## config.mk

```make
export PLATFORM = sky130hd
export DESIGN_NAME = cache_line_xfer
export DESIGN_NICKNAME = d
export VERILOG_FILES = /design/src/rtl/cache_line_xfer.sv
export SDC_FILE = /design/constraint.sdc
export NUM_CORES = 1
export LEC_CHECK = 0
export BUFFER_PORTS_ARGS = -buffer_cell sky130_fd_sc_hd__buf_2
export CELL_PAD_IN_SITES_DETAIL_PLACEMENT = 1
export CELL_PAD_IN_SITES_GLOBAL_PLACEMENT = 1
export CORE_UTILIZATION = 27
export CTS_CLUSTER_SIZE = 30
export DETAILED_ROUTE_END_ITERATION = 16
export HOLD_SLACK_MARGIN = 0.03
export PLACE_DENSITY_LB_ADDON = 0.1
export SYNTH_ARGS = -nofsm -noshare
export SYNTH_HDL_FRONTEND = slang
export SYNTH_SLANG_ARGS = --single-unit
```

## constraint.sdc

```tcl
create_clock -name clk -period 2.76 [get_ports clk]
set_input_delay 0.276 -clock clk [delete_from_list [all_inputs] [get_ports clk]]
set_output_delay 0.276 -clock clk [all_outputs]
set_load 0.01 [all_outputs]
```

## src/rtl/cache_line_xfer.sv

```systemverilog
// -----------------------------------------------------------------------------
// cache_line_xfer
//
// Moves one cache line between the data-cache array and main memory, one word
// per cycle. Two directions are supported:
//   mode = 0 : writeback (cache -> memory), used for dirty-line eviction
//   mode = 1 : refill    (memory -> cache), used on a miss
// Both RAMs are synchronous with a read latency of RD_LAT cycles. The engine
// issues WORDS_PER_LINE source reads back to back and writes each returned word
// into the destination exactly RD_LAT cycles after its read was issued.
//
// Ports
//   clk, rst      clock; synchronous active-high reset
//   start         request pulse, only honoured in IDLE
//   mode          transfer direction (see above), latched with start
//   line_addr     CPU byte address of the line, latched with start
//   busy          high while reading or draining the read pipeline
//   done          single-cycle pulse once the last destination write is done
//   cache_addr    cache word address {index, word}
//   cache_we      cache write enable (refill only)
//   cache_din     cache write data, wired straight from mem_dout
//   cache_dout    cache read data
//   mem_addr      main-memory word address
//   mem_we        memory write enable (writeback only)
//   mem_din       memory write data, wired straight from cache_dout
//   mem_dout      memory read data
//
// All outputs except the two data buses are registered. The address bus of a
// RAM that is neither being read nor written in a cycle is driven to zero.
// -----------------------------------------------------------------------------
module cache_line_xfer #(
    parameter int WORDS_PER_LINE = 8,
    parameter int INDEX_W        = 6,
    parameter int ADDR_W         = 32,
    parameter int MEM_ADDR_W     = 13,
    parameter int RD_LAT         = 1
) (
    input  logic                                        clk,
    input  logic                                        rst,
    input  logic                                        start,
    input  logic                                        mode,
    input  logic [ADDR_W-1:0]                           line_addr,
    output logic                                        busy,
    output logic                                        done,
    output logic [INDEX_W+$clog2(WORDS_PER_LINE)-1:0]   cache_addr,
    output logic                                        cache_we,
    output logic [31:0]                                 cache_din,
    input  logic [31:0]                                 cache_dout,
    output logic [MEM_ADDR_W-1:0]                       mem_addr,
    output logic                                        mem_we,
    output logic [31:0]                                 mem_din,
    input  logic [31:0]                                 mem_dout
);

    localparam int OFF_W  = $clog2(WORDS_PER_LINE);
    localparam int CA_W   = INDEX_W + OFF_W;
    // Drain counter only needs to reach RD_LAT-1 (at most 3).
    localparam int DCNT_W = 3;

    typedef enum logic [1:0] {
        S_IDLE  = 2'd0,
        S_XFER  = 2'd1,
        S_DRAIN = 2'd2,
        S_DONE  = 2'd3
    } state_e;

    // ---------------------------------------------------------------------
    // State
    // ---------------------------------------------------------------------
    state_e                          state_q, state_d;
    logic                            mode_q, mode_d;
    logic [INDEX_W-1:0]              index_q, index_d;
    logic [MEM_ADDR_W-1:0]           base_q, base_d;
    logic [OFF_W-1:0]                rd_k_q, rd_k_d;
    logic [DCNT_W-1:0]               drain_q, drain_d;

    // Read-tracking pipeline: entry 0 describes the read presented in the
    // current cycle, entry i the read presented i cycles ago.
    logic [RD_LAT-1:0]               pv_q, pv_d;
    logic [RD_LAT-1:0][OFF_W-1:0]    pk_q, pk_d;

    // Registered outputs
    logic                            busy_q, busy_d;
    logic                            done_q, done_d;
    logic [CA_W-1:0]                 cache_addr_q, cache_addr_d;
    logic                            cache_we_q, cache_we_d;
    logic [MEM_ADDR_W-1:0]           mem_addr_q, mem_addr_d;
    logic                            mem_we_q, mem_we_d;

    // Read issued in the next cycle (valid flag and word offset)
    logic                            rd_issue_s;
    // Write performed in the next cycle (oldest pipeline entry)
    logic                            wr_valid_s;
    logic [OFF_W-1:0]                wr_k_s;

    // ---------------------------------------------------------------------
    // Address field extraction from the requested line
    // ---------------------------------------------------------------------
    logic [INDEX_W-1:0]              line_index_s;
    logic [ADDR_W-3:0]               line_word_s;
    logic [MEM_ADDR_W-1:0]           line_base_s;
    logic                            unused_addr_bits_s;

    assign line_index_s = line_addr[OFF_W+2+INDEX_W-1 : OFF_W+2];
    // Word address of word 0 of the line: {tag-line, OFF_W zeros}.
    assign line_word_s  = {line_addr[ADDR_W-1:OFF_W+2], {OFF_W{1'b0}}};
    // Main memory is smaller than the CPU space; upper bits are dropped.
    assign line_base_s  = line_word_s[MEM_ADDR_W-1:0];
    assign unused_addr_bits_s = ^{line_addr[OFF_W+1:0], line_word_s[ADDR_W-3:MEM_ADDR_W]};

    // Data paths are pure wires: the destination captures the source dout
    // in the same cycle the write strobe is high.
    assign cache_din = mem_dout;
    assign mem_din   = cache_dout;

    assign busy       = busy_q;
    assign done       = done_q;
    assign cache_addr = cache_addr_q;
    assign cache_we   = cache_we_q;
    assign mem_addr   = mem_addr_q;
    assign mem_we     = mem_we_q;

    // Next-state logic for the transfer FSM and its latched request fields.
    always_comb begin
        state_d    = state_q;
        mode_d     = mode_q;
        index_d    = index_q;
        base_d     = base_q;
        rd_k_d     = rd_k_q;
        drain_d    = drain_q;
        rd_issue_s = 1'b0;

        case (state_q)
            S_IDLE: begin
                if (start) begin
                    state_d    = S_XFER;
                    mode_d     = mode;
                    index_d    = line_index_s;
                    base_d     = line_base_s;
                    rd_k_d     = {OFF_W{1'b0}};
                    rd_issue_s = 1'b1;
                end else begin
                    state_d    = S_IDLE;
                end
            end
            S_XFER: begin
                // rd_k_q is the word being read in this cycle.
                if (rd_k_q == OFF_W'(WORDS_PER_LINE - 1)) begin
                    state_d = S_DRAIN;
                    drain_d = {DCNT_W{1'b0}};
                end else begin
                    rd_k_d     = rd_k_q + OFF_W'(1);
                    rd_issue_s = 1'b1;
                end
            end
            S_DRAIN: begin
                // Wait for the last read to come back and be written.
                if (drain_q == DCNT_W'(RD_LAT - 1)) begin
                    state_d = S_DONE;
                end else begin
                    drain_d = drain_q + DCNT_W'(1);
                end
            end
            S_DONE: begin
                state_d = S_IDLE;
            end
            default: begin
                state_d = S_IDLE;
            end
        endcase
    end

    // Read-tracking pipeline shift and next values of the registered outputs.
    always_comb begin
        pv_d         = {pv_q[RD_LAT-1:0], rd_issue_s};
        pk_d         = pk_q;
        cache_addr_d = {CA_W{1'b0}};
        mem_addr_d   = {MEM_ADDR_W{1'b0}};
        cache_we_d   = 1'b0;
        mem_we_d     = 1'b0;

        pv_d[0] = rd_issue_s;
        pk_d[0] = rd_k_d;
        for (int i = 1; i < RD_LAT; i++) begin
            pv_d[i] = pv_q[i-1];
            pk_d[i] = pk_q[i-1];
        end

        // The entry that is RD_LAT-1 cycles old now is RD_LAT cycles old
        // next cycle, so its data is on the source dout next cycle.
        wr_valid_s = pv_q[RD_LAT-1];
        wr_k_s     = pk_q[RD_LAT-1];

        if (mode_d) begin
            // Refill: read memory, write cache.
            if (rd_issue_s) begin
                mem_addr_d = base_d + MEM_ADDR_W'(rd_k_d);
            end else begin
                mem_addr_d = {MEM_ADDR_W{1'b0}};
            end
            if (wr_valid_s) begin
                cache_addr_d = {index_d, wr_k_s};
                cache_we_d   = 1'b1;
            end else begin
                cache_addr_d = {CA_W{1'b0}};
                cache_we_d   = 1'b0;
            end
        end else begin
            // Writeback: read cache, write memory.
            if (rd_issue_s) begin
                cache_addr_d = {index_d, rd_k_d};
            end else begin
                cache_addr_d = {CA_W{1'b0}};
            end
            if (wr_valid_s) begin
                mem_addr_d = base_d + MEM_ADDR_W'(wr_k_s);
                mem_we_d   = 1'b1;
            end else begin
                mem_addr_d = {MEM_ADDR_W{1'b0}};
                mem_we_d   = 1'b0;
            end
        end

        busy_d = (state_d == S_XFER) || (state_d == S_DRAIN);
        done_d = (state_d == S_DONE);
    end

    // State, pipeline and output registers with synchronous reset.
    always_ff @(posedge clk) begin
        if (rst) begin
            state_q      <= S_IDLE;
            mode_q       <= 1'b0;
            index_q      <= {INDEX_W{1'b0}};
            base_q       <= {MEM_ADDR_W{1'b0}};
            rd_k_q       <= {OFF_W{1'b0}};
            drain_q      <= {DCNT_W{1'b0}};
            pv_q         <= {RD_LAT{1'b0}};
            pk_q         <= '0;
            busy_q       <= 1'b0;
            done_q       <= 1'b0;
            cache_addr_q <= {CA_W{1'b0}};
            cache_we_q   <= 1'b0;
            mem_addr_q   <= {MEM_ADDR_W{1'b0}};
            mem_we_q     <= 1'b0;
        end else begin
            state_q      <= state_d;
            mode_q       <= mode_d;
            index_q      <= index_d;
            base_q       <= base_d;
            rd_k_q       <= rd_k_d;
            drain_q      <= drain_d;
            pv_q         <= pv_d;
            pk_q         <= pk_d;
            busy_q       <= busy_d;
            done_q       <= done_d;
            cache_addr_q <= cache_addr_d;
            cache_we_q   <= cache_we_d;
            mem_addr_q   <= mem_addr_d;
            mem_we_q     <= mem_we_d;
        end
    end

endmodule

```

==> run summary, run 1 <==
The count of state elements after synthesis came out at 55. The global router's overall resource usage was 13.1%; the worst hold path stage count was 3. Type of the tightest min-delay check: input port to flop.

From synthesis to final layout, the design area changed by 4.21%. The leakage power was 1.43 nW. Capture instance of the worst register-to-register path: mem_addr[7]. Sequential elements use 36.4% of the synthesized area.

The peak clock frequency supported by timing was 389 MHz; the final-layout setup total negative slack was 0 ps. The synthesized design contains 0 enable-type register cells. The tools report the clock skew as 3.99 ps. After floorplanning, the core was divided into 38 placement rows.

The maximum root-to-sink buffer count is 2. The clock-pin slew on the worst setup and hold paths was 100 ps. The worst setup path is captured at a flop. Power comes to 0.00156 W. The tools report the beginning of the worst register-to-register path as pk_q[0]. The tools report the number of warning messages in the yosys log as 0. The number of cell instances on the worst register-to-register path was 12. Dividing the final minimum period by the clock period gives 93.1%. Counting I/O delays and the setup requirement, the final critical path takes 2570 ps. Type of origin of the critical path: a flop. The mapped netlist covers 3030 µm².

I/O pin total: 190. The critical path starts at pk_q[0]. In the synthesized netlist, the number of instances is 346. Counting distinct cell types in the post-synthesis netlist gives 47.

The initial utilization of the core area, before any placement, comes to 27.8%. The antenna cell count came out at 0. For this block, the routed nets add up to 7.05 mm of wire. Before antenna repair, the detailed router went through 4 iterations. The number of nets in the synthesized netlist came out at 462. The logs give 60 for the violation count after the first detailed-route iteration and 5.44 mm for the post-DP HPWL. For this run, asynchronously set or reset flops after synthesis account for 0%.

The number of global-route vias before repair was 2344; the power density relative to cell area was 493 nW/µm². The count of nets left with antenna violations once routing finished came out at 0. For this design, the CTS-stage hold fixing added 0 buffers.

The core region is 10900 µm². Across the run, the number of max-cap violations was 0. Clock tree synthesis selected as its root buffer the cell sky130_fd_sc_hd__clkbuf_8. IR analysis of the VDD net gives a maximum drop of 0.000234 V. For the final-report hold violation count, the log shows 0. At the worst endpoint, the arrival time is 2800 ps. In this run the tightest slew margin relative to its limit is 58.4%. In the final routed layout, each cell accounts on average for 14.8 µm. Number of buffers inserted during clock tree synthesis: 5. The total number of vias is 2277. Along the worst path, the maximum fanout reaches 3. The clock tree synthesis step divided the H-tree into 2 levels. The flow ran to the end, and the final reports show no timing, DRC or antenna violations. The ratio of cells with drive above 1 in the final layout came out at 26.4%.

For this run the aggregate overflow at the end of global routing stands at 0. Count of final max-slew check failures: 0. The congestion estimate from routability-driven global placement came to 0.722.

Data on the critical path is required at its endpoint by 2990 ps. The number of cells upsized or downsized after cts was 0. The setup-violating endpoint count in the final report is 0, and the count of input and output buffers is 39. Post-CTS timing repair inserted 0 buffers for setup. The origin of the worst min-delay path was line_addr[14]. Setup repair after global routing left no endpoint under its margin. The final-stage net count was 452; the register-to-register path setup slack was 190 ps.

The worst min-delay path endpoint was base_q[12]. TritonCTS built the clock tree. The x dimension of the die works out to 108 µm.

The initial antenna violation count was 0; the clock latency on the worst-skew pair was 300 ps. Fill cells in the final layout number 1298. The floorplan step set the die height to 108 µm. For the pin with the worst max-slew slack, the measured transition is 624 ps.

The largest net degree at the start of global routing was 24; the average vias per placed instance was 4.77. Counting every sink on the clock net gives 55. The main flop type after synthesis was sky130_fd_sc_hd__dfxtp_1. In the routed design, unresolved DRC markers number 0. The floorplan step defined a die boundary enclosing 11600 µm². The tools report the first-pass GRT wire length as 11.8 mm. The mean cell area of the mapped netlist is 8.75 µm². The classification of the worst setup path is flop to flop.
==> per-stage QoR <==
stage          utilization [%]  hold slack, ps  setup slack [ps]  cell area (µm²)  instances
2_1_floorplan                -             439              41.4             3030        346
3_3_place_gp              27.6             459               122             3010        469
3_5_place_dp              27.6             470               101             3010        469
4_1_cts                   28.6             221              73.3             3110        477
5_1_grt                   29.0             258              1.91             3160        477
6_report                  29.0             234               189             3160        477
==> final cells by class <==
class / instances / area, µm² / share of cell area, %
Sequential cell: 55 / 1100 / 34.9
Multi-Input combinational cell: 205 / 1380 / 43.8
Timing Repair Buffer: 58 / 354 / 11.2
Inverter: 11 / 41.3 / 1.31
Tap cell: 140 / 175 / 5.55
Clock buffer: 8 / 100 / 3.17
==> state kept, by name, summed over array words and instances, names as in the netlist <==
signal and count:
mem_we 1, cache_addr 9, done 1, mem_addr 13, cache_we 1, pk_q 3, mode_q 1, state_q 2
busy 1, drain_q 3, index_q 6, pv_q 1, base_q 13
==> worst max path at each step <==
stage / endpoint / slack (ps)
after floorplan: mem_addr[12] / 40
after detailed placement: mem_addr[10] / 100
after global routing: mem_addr[12] / 2
after global placement: mem_addr[7] / 120
final: mem_addr[7] / 190
after CTS: mem_addr[12] / 70
==> cell usage after synthesis (3+ instances only) <==
cell,n,area [µm²]
sky130_fd_sc_hd__and2_1,5,31.3
sky130_fd_sc_hd__and3_1,6,37.5
sky130_fd_sc_hd__nand4_1,7,43.8
sky130_fd_sc_hd__ha_1,14,175
sky130_fd_sc_hd__nand3_1,7,35.0
sky130_fd_sc_hd__buf_1,3,11.3
sky130_fd_sc_hd__dfxtp_1,55,1100
sky130_fd_sc_hd__buf_2,3,15.0
sky130_fd_sc_hd__o21ai_2,3,26.3
sky130_fd_sc_hd__inv_1,10,37.5
sky130_fd_sc_hd__xnor2_1,4,35.0
sky130_fd_sc_hd__nor3_1,13,65.1
sky130_fd_sc_hd__o22ai_1,5,31.3
sky130_fd_sc_hd__a21oi_1,33,165
sky130_fd_sc_hd__o21ai_0,6,30.0
sky130_fd_sc_hd__buf_4,65,488
sky130_fd_sc_hd__xor2_1,3,26.3
sky130_fd_sc_hd__nor2_1,28,105
sky130_fd_sc_hd__nand2b_1,4,25.0
sky130_fd_sc_hd__a21o_1,10,75.1
sky130_fd_sc_hd__mux2i_1,3,30.0
sky130_fd_sc_hd__nor2b_1,7,43.8
sky130_fd_sc_hd__nand2_1,20,75.1
==> placed cells by master, fill, tap and decap left out, types with 2 or more instances in the layout <==
cell and count:
sky130_fd_sc_hd__dfxtp_1 54, sky130_fd_sc_hd__o22ai_1 5, sky130_fd_sc_hd__buf_4 17, sky130_fd_sc_hd__a21o_1 10, sky130_fd_sc_hd__nand4_1 7, sky130_fd_sc_hd__buf_2 39, sky130_fd_sc_hd__a21oi_1 33, sky130_fd_sc_hd__o21ai_2 4
sky130_fd_sc_hd__xor2_1 2, sky130_fd_sc_hd__inv_1 10, sky130_fd_sc_hd__nor2b_1 7, sky130_fd_sc_hd__clkbuf_8 7, sky130_fd_sc_hd__nand2b_1 3, sky130_fd_sc_hd__a22o_1 2, sky130_fd_sc_hd__nor2_1 28, sky130_fd_sc_hd__ha_2 2
sky130_fd_sc_hd__nand3_1 7, sky130_fd_sc_hd__nor3_1 13, sky130_fd_sc_hd__ha_1 12, sky130_fd_sc_hd__o21ai_0 6, sky130_fd_sc_hd__nand2_1 19, sky130_fd_sc_hd__a31oi_1 2, sky130_fd_sc_hd__and2_1 5, sky130_fd_sc_hd__nand2_2 2
sky130_fd_sc_hd__xnor2_1 4, sky130_fd_sc_hd__mux2i_1 3, sky130_fd_sc_hd__and3_1 6
==> worst max-delay path, cell delays in order, from the launching register on <==
cell and delay [ps]:
sky130_fd_sc_hd__dfxtp_1 330, sky130_fd_sc_hd__ha_1 220, sky130_fd_sc_hd__nand2_2 120, sky130_fd_sc_hd__mux2_2 340, sky130_fd_sc_hd__a32oi_1 190, sky130_fd_sc_hd__inv_1 70, sky130_fd_sc_hd__ha_1 290, sky130_fd_sc_hd__a21o_1 180
sky130_fd_sc_hd__a21oi_1 160, sky130_fd_sc_hd__buf_4 150, sky130_fd_sc_hd__nor3_1 50, sky130_fd_sc_hd__o22a_1 230, sky130_fd_sc_hd__o21ai_2 170
==> where the power goes <==
| part | leakage [nW] | switching (W) | internal [W] |
|---|---|---|---|
| Combinational | 0.929 | 0.000134 | 0.0000918 |
| Clock | 0.0515 | 0.000259 | 0.000230 |
| Sequential | 0.450 | 0.0000119 | 0.000829 |
==> per-layer routing <==
layer	GRT usage [%]	vias up	part of all wire, %
li1	-	1099	-
met1	16.2	1088	46
met2	22.1	61	47
met3	2.97	29	4.7
met4	4.79	0	2.3
met5	0	-	0
==> cell families (layout without fill, tap and decap cells) <==
group | count (synthesis) | count (layout) | share of synthesized area [%]
AO/OA/AOI/OAI | 74 | 74 | 15.8
flip-flops | 55 | 55 | 36.4
XOR/XNOR | 7 | 7 | 2.02
AND/OR/NAND/NOR | 103 | 103 | 17.2
multiplexers | 5 | 5 | 2.11
adder cells (fa/ha/maj) | 16 | 16 | 7.11
buffers and inverters | 86 | 77 | 19.3
(Power assumes the default switching activity.)
==> run 2: changes to the inputs <==
Settings changed: SETUP_SLACK_MARGIN from default to 0.2.
==> run summary, run 2 (synthesized netlist as in run 1, its figures left out) <==
The critical path's largest stage delay was 390 ps (+50 ps). The sort of element at the end of the critical path was a flop. The routability congestion estimate came out at 0.758 (+4.9%). The I/O pin total was 190 (unchanged); the effective utilization at floorplan was 27.8% (unchanged). Number of H-tree levels: 2 (unchanged).

The worst register-to-register path begins at state_q[0]. The tools report the power share of the clock group as 37.6% (+6.2 points). The average detailed-routed wire length per instance works out to 15.2 µm (+2.5%). The top cell types in the final layout, fill and taps aside, are sky130_fd_sc_hd__dfxtp_1 (51), sky130_fd_sc_hd__buf_2 (39), sky130_fd_sc_hd__a21oi_1 (33). The share of total power in sequential cells is 48.9% (-5.2 points), and the data required time at the worst endpoint is 3000 ps (about the same). In this run the worst hold path is classified as input port to flop. The minimum clock period was 2450 ps (-124 ps); the post-route non-filler standard cell count was 485 (+1.7%). The number of buffers inserted during clock tree synthesis is 5 (unchanged), and the clock skew is 13.7 ps (+9.68 ps). The sequential cell area in the final layout was 1110 µm² (+0.57%).

The total power draw came out at 0.00172 W (+11%). Standard cell with the maximum stage delay on the critical path: sky130_fd_sc_hd__dfxtp_4. The logs give 0 (unchanged) for the count of final max-slew check failures and 7.35 mm (+4.2%) for the final wirelength. The maximum VDD drop is 0.000194 V (-17%), and the critical path depth in cells is 14 (+2). The x dimension of the die was 108 µm (unchanged). Most common cell after layout, fill and taps aside: sky130_fd_sc_hd__dfxtp_1.

The global router's overall resource usage is 13.0% (-0.045 points). The share of power burned in combinational logic was 13.5% (-1.0 points). The run gives 0 (unchanged) as the post-cts hold buffer count. Worst min-delay path endpoint: base_q[12].

The number of placement rows was 38 (unchanged); the count of fill cells added during filler insertion was 1280 (-1.4%). The tightest slew margin relative to the limit is 58.1% (-0.27 points). The post-detailed-route DRC marker count was 0 (unchanged).

The largest delay contributor family on the critical path was adder cells. The count of input and output buffers is 39 (unchanged). The peak clock frequency supported by timing is 409 MHz (+5.1%). The tools report the register-to-register path setup slack as 310 ps (+120 ps).

The worst hold path stage count works out to 3 (unchanged). The number of global-route vias before repair is 2279 (-2.8%), and the average vias per placed instance is 4.58 (-4.1%). The critical path buffer and inverter count is 5 (+3), and the maximum fanout along the worst path is 4 (+1).

First-pass GRT wire length: 11.6 mm (-2.3%). Transition time of the tightest slew-check pin: 628 ps (+3.98 ps). The logs give 0 (unchanged) for the antenna cell count and 10900 µm² (unchanged) for the core area.

For the clock latency on the worst-skew pair, the log shows 320 ps (+20 ps). The cell sitting at the root of the clock tree is a sky130_fd_sc_hd__clkbuf_8. For the overall overflow remaining after global route, the log shows 0 (unchanged). The synthesis-to-layout area growth was 9.67%. In this run the critical register-to-register path is captured at mem_addr[8]. The tools report the total number of vias as 2221 (-2.5%).

The power density relative to cell area was 519 nW/µm² (+5.3%); the internal power contribution was 0.00129 W (+12%). The worst hold slack across all endpoints was 228 ps (-6.15 ps). The signal arrival time at the worst endpoint was 2690 ps (-110 ps); the switching power as a share of total power was 25.3% (-0.69 points).

Setup repair after global routing could not meet its margin everywhere. The initial antenna violation count is 0 (unchanged), and the final clock period utilization by the worst path is 88.6% (-4.5 points). The setup-violating endpoint count in the final report is 0 (unchanged). The logs give 23 (-4.2%) for the largest net degree at the start of global routing and 460 (+1.8%) for the final-stage net count. The logs give 5.51 mm (+1.4%) for the post-DP HPWL and 0 (unchanged) for the final-report hold violation count. The logs give 1460 µm² (+5.3%) for the multi-input logic area and 2 (unchanged) for the maximum root-to-sink buffer count. Type of origin of the critical path: a flop. The ratio of cells with drive above 1 in the final layout came out at 32.2% (+5.8 points).

The run gives 0 ps (unchanged) as the final-layout setup total negative slack. The tools report the number of nets still failing antenna checks after routing as 0 (unchanged). The number of cell instances on the worst register-to-register path was 14 (+2); the length of the first detailed-routing pass in iterations was 4 (unchanged). Clock-pin slew on the worst setup and hold paths: 100 ps (about the same).

The worst hold path begins at line_addr[14]. Leakage power: 1.50 nW (+4.9%). TritonCTS built the clock tree. Walking the worst path, the cells encountered are inv_4, ha_4, nand2b_4, a32oi_2, inv_1, ha_4, inv_2, fa_2, inv_2, a21o_1, nand4_1, buf_4, xnor2_2, o22ai_1.

For the number of sinks on the clock net, the log shows 55 (unchanged). For the violation count after the first detailed-route iteration, the log shows 58 (-3.3%). The worst setup path is of the flop to flop kind. The run gives 0.000437 W (+7.8%) as the net switching power of the design. The run finished with clean final reports. The run gives 470 (+0.21%) as the number of instances in the placed design.

The number of max-cap violations was 0 (unchanged); the die height was 108 µm (unchanged). The full die area came out at 11600 µm² (unchanged).
==> run 2: worst max-delay path by stage <==
stage                               to        from  slack, ps
after floorplan           mem_addr[12]  state_q[1]        170
after global placement    mem_addr[12]  state_q[1]        150
after detailed placement  mem_addr[12]  state_q[1]        120
after CTS                 mem_addr[12]  state_q[0]        200
after global routing       mem_addr[8]     pk_q[1]        140
final                      mem_addr[8]  state_q[0]        310
==> run 2: metal layers <==
metal / part of all wire [%] / track usage (%) / routed length, µm / vias to the layer above
met5: 0 / 0 / 0 / -
met4: 1.6 / 4.70 / 116 / 0
met3: 3.9 / 2.48 / 288 / 15
met2: 47 / 21.9 / 3460 / 47
met1: 47 / 16.5 / 3490 / 1047
li1: - / - / - / 1112
==> run 2: what timing repair did <==
| action | 4_1_cts | 5_1_grt |
|---|---|---|
| resized for setup | 4 | 21 |
| gates cloned | 0 | 0 |
| setup endpoints to repair | 4 | 9 |
| buffers inserted | 1 | 6 |
| pin swaps | 2 | 12 |
==> run 2: tightest hold or removal path, delay by kind of cell <==
| family | cells | cell delay [ps] |
|---|---|---|
| multiplexers | 1 | 80 |
| AND/OR/NAND/NOR | 1 | 80 |
| buffers and inverters | 1 | 70 |
==> run 2: power by group through the flow <==
stage	clock network, W	logic [W]	registers, W
2_1_floorplan	0	0.000225	0.000870
3_3_place_gp	0	0.000226	0.000860
3_5_place_dp	0	0.000226	0.000861
4_1_cts	0.000677	0.000228	0.000843
5_1_grt	0.000709	0.000260	0.000848
6_report	0.000648	0.000232	0.000843
==> run 2: metrics by stage <==
step           cell area [µm²]  setup slack (ps)  util, %
2_1_floorplan             3060               167        -
3_3_place_gp              3030               149     27.8
3_5_place_dp              3030               115     27.8
4_1_cts                   3190               202     29.3
5_1_grt                   3320               144     30.5
6_report                  3320               314     30.5
==> run 2: layout make-up <==
cell class | count | area share [%]
sequential | 55 | 33.4
clock buffer | 5 | 2.07
timing repair buffer | 66 | 12.0
inverter | 11 | 1.39
multi-input combinational | 205 | 43.9
tap | 140 | 5.28
clock inverter | 3 | 2.03
==> run 3: changes to the inputs <==
Settings changed: CORE_UTILIZATION 27 to 30, TNS_END_PERCENT from default to 100.
Clock period 2.76 ns to 2.69 ns, I/O delays scaled along.
==> run summary, run 3 (synthesized netlist as in run 1, its figures left out) <==
Standard cell with the maximum stage delay on the critical path: sky130_fd_sc_hd__dfxtp_4. For the tightest slew margin relative to the limit, the log shows 61.0% (+2.9 points). In this run the critical register-to-register path is launched from state_q[0]. Largest delay contributor family on the critical path: adder cells. Setup repair after global routing could not meet its margin everywhere. The antenna cell count came out at 0 (unchanged). The length of the first detailed-routing pass in iterations was 4 (unchanged). Clock-pin slew on the worst setup and hold paths: 110 ps (about the same). The run gives 2334 (+2.4%) as the number of global-route vias before repair.

For the signal arrival time at the worst endpoint, the log shows 2700 ps (about the same). The tools report the root buffer cell as sky130_fd_sc_hd__clkbuf_8. The ratio of cells with drive above 1 in the final layout is 35.5% (+3.4 points). The tightest min-delay check is of the input port to flop type. The sort of element at the end of the critical path was a flop. The violation count after the first detailed-route iteration is 55 (-5.2%). The critical path buffer and inverter count works out to 5 (unchanged). The library cells used most frequently in the layout, excluding fill and tap cells, are sky130_fd_sc_hd__dfxtp_1 (51), sky130_fd_sc_hd__buf_2 (39), sky130_fd_sc_hd__buf_4 (29). The worst hold path begins at rst.

The average detailed-routed wire length per instance came out at 15.2 µm (about the same). The die height works out to 102 µm (-5.0%). The run finished with clean final reports. Routability congestion estimate: 0.736 (-2.8%). For the total power draw, the log shows 0.00158 W (-8.1%). The run gives 5 (unchanged) as the number of buffers inserted during clock tree synthesis.

TritonCTS built the clock tree. The cell occurring most often along the worst timing path was sky130_fd_sc_hd__inv_2. The I/O pin total was 190 (unchanged). The logs give 0 ps (unchanged) for the final-layout setup total negative slack and 0 (unchanged) for the overall overflow remaining after global route. The clock latency on the worst-skew pair was 320 ps (about the same); the effective utilization at floorplan was 31.0% (+3.2 points). The number of max-cap violations is 0 (unchanged). The clock skew was 9.09 ps (-4.58 ps); the count of input and output buffers was 39 (unchanged). The largest net degree at the start of global routing is 37 (+61%), and the minimum clock period is 2460 ps (+11.2 ps). The power density relative to cell area is 472 nW/µm² (-9.0%), and the number of H-tree levels is 2 (unchanged). Post-route non-filler standard cell count: 482 (-0.62%). The capture instance of the worst register-to-register path is mem_addr[8]. The final wirelength is 7.31 mm (-0.59%). The most common cell after layout, fill and taps aside was sky130_fd_sc_hd__dfxtp_1. The peak clock frequency supported by timing was 407 MHz (-0.46%); the average vias per placed instance was 4.70 (+2.7%). The run gives 11.8 mm (+2.4%) as the first-pass GRT wire length. The worst hold path stage count is 2 (-1), and the count of final max-slew check failures is 0 (unchanged). Maximum fanout along the worst path: 4 (unchanged). The run gives 462 (-1.7%) as the number of instances in the placed design. The maximum root-to-sink buffer count came out at 2 (unchanged).

The synthesis-to-layout area growth was 10.7%. The final clock period utilization by the worst path works out to 91.4% (+2.7 points). The type of origin of the critical path was a flop.

The number of nets still failing antenna checks after routing was 0 (unchanged). The data required time at the worst endpoint was 2930 ps (-70 ps). For the number of placement rows, the log shows 36 (-5.3%).

The global router's overall resource usage is 14.7% (+1.7 points). The critical path goes through buf_6, ha_4, nand2b_4, a32oi_2, inv_1, ha_2, inv_2, fa_2, inv_2, a21o_1, nand4_1, buf_4, xnor2_2, o22ai_2. The logs give 2266 (+2.0%) for the total number of vias and 0 (unchanged) for the setup-violating endpoint count in the final report. The transition time of the tightest slew-check pin was 585 ps (-43.0 ps); the share of the core filled with cells in the final layout was 34.3% (+3.8 points). The worst min-delay path endpoint is pk_q[2]. The maximum VDD drop is 0.000193 V (-0.84%), and the number of cell instances on the worst register-to-register path is 14 (unchanged). The tools report the register-to-register path setup slack as 230 ps (-80 ps). For the post-DP HPWL, the log shows 5.46 mm (-0.94%).

The tools report the post-detailed-route DRC marker count as 0 (unchanged). The leakage power is 1.52 nW (+1.6%), and the full die area is 10500 µm² (-9.8%). The tools report the final-stage net count as 464 (+0.87%). The x dimension of the die is 102 µm (-5.0%). The classification of the worst setup path is flop to flop. Final-report hold violation count: 0 (unchanged). The number of sinks on the clock net came out at 55 (unchanged). Count of fill cells added during filler insertion: 1156 (-9.7%).

In this run the worst setup path begins at state_q[0]. The initial antenna violation count came out at 0 (unchanged). The core area is 9770 µm² (-10%), and the critical path's largest stage delay is 380 ps (about the same).
run 3: cell count changes in the layout (fill, tap and decap cells not counted), sizes merged:
cell | before | now
bufinv | 2 | 0
clkinv | 0 | 1
clkinvlp | 1 | 2
buf | 66 | 70
run 3: cell type report:
class	instances	area, µm²	share of cell area, %
clock buffers	5	68.8	2.05
clock inverters	3	20.0	0.597
inverters	11	46.3	1.38
multi-input cells	205	1510	45.0
flip-flops and latches	55	1110	33.1
well taps	133	166	4.96
repair buffers	70	435	13.0
run 3: how the worst max path moves through the flow:
stage,to,depth (start not counted)
2_1_floorplan,mem_addr[12],12
3_3_place_gp,mem_addr[12],14
3_5_place_dp,mem_addr[12],14
4_1_cts,mem_addr[8],14
5_1_grt,mem_addr[12],14
6_report,mem_addr[8],14
run 3: power by group:
group	switching [W]	total (W)	leakage (nW)	internal [W]
clock	0.000289	0.000471	0.0402	0.000182
sequential	0.0000140	0.000864	0.451	0.000850
combinational	0.000144	0.000248	1.03	0.000104
total	0.000447	0.00158	1.52	0.00114
run 3: through the flow:
stage | hold slack, ps | area (µm²) | setup WS, ps
after floorplan | 432 | 3080 | 180
after global placement | 459 | 3040 | 112
after detailed placement | 464 | 3040 | 101
after CTS | 170 | 3290 | 188
after global routing | 192 | 3350 | 76.2
final | 181 | 3350 | 232
run 3: metal layers:
layer,track usage (%),wire (µm),up-vias
li1,-,-,1118
met1,18.2,3350,1071
met2,25.6,3530,56
met3,2.94,303,21
met4,4.51,124,0
met5,0,0,-
run 3: repair_timing:
item,CTS,global route
setup endpoints to repair,8,7
pin swaps,10,13
resized for setup,19,14
setup buffers,11,1
hold buffers,0,0
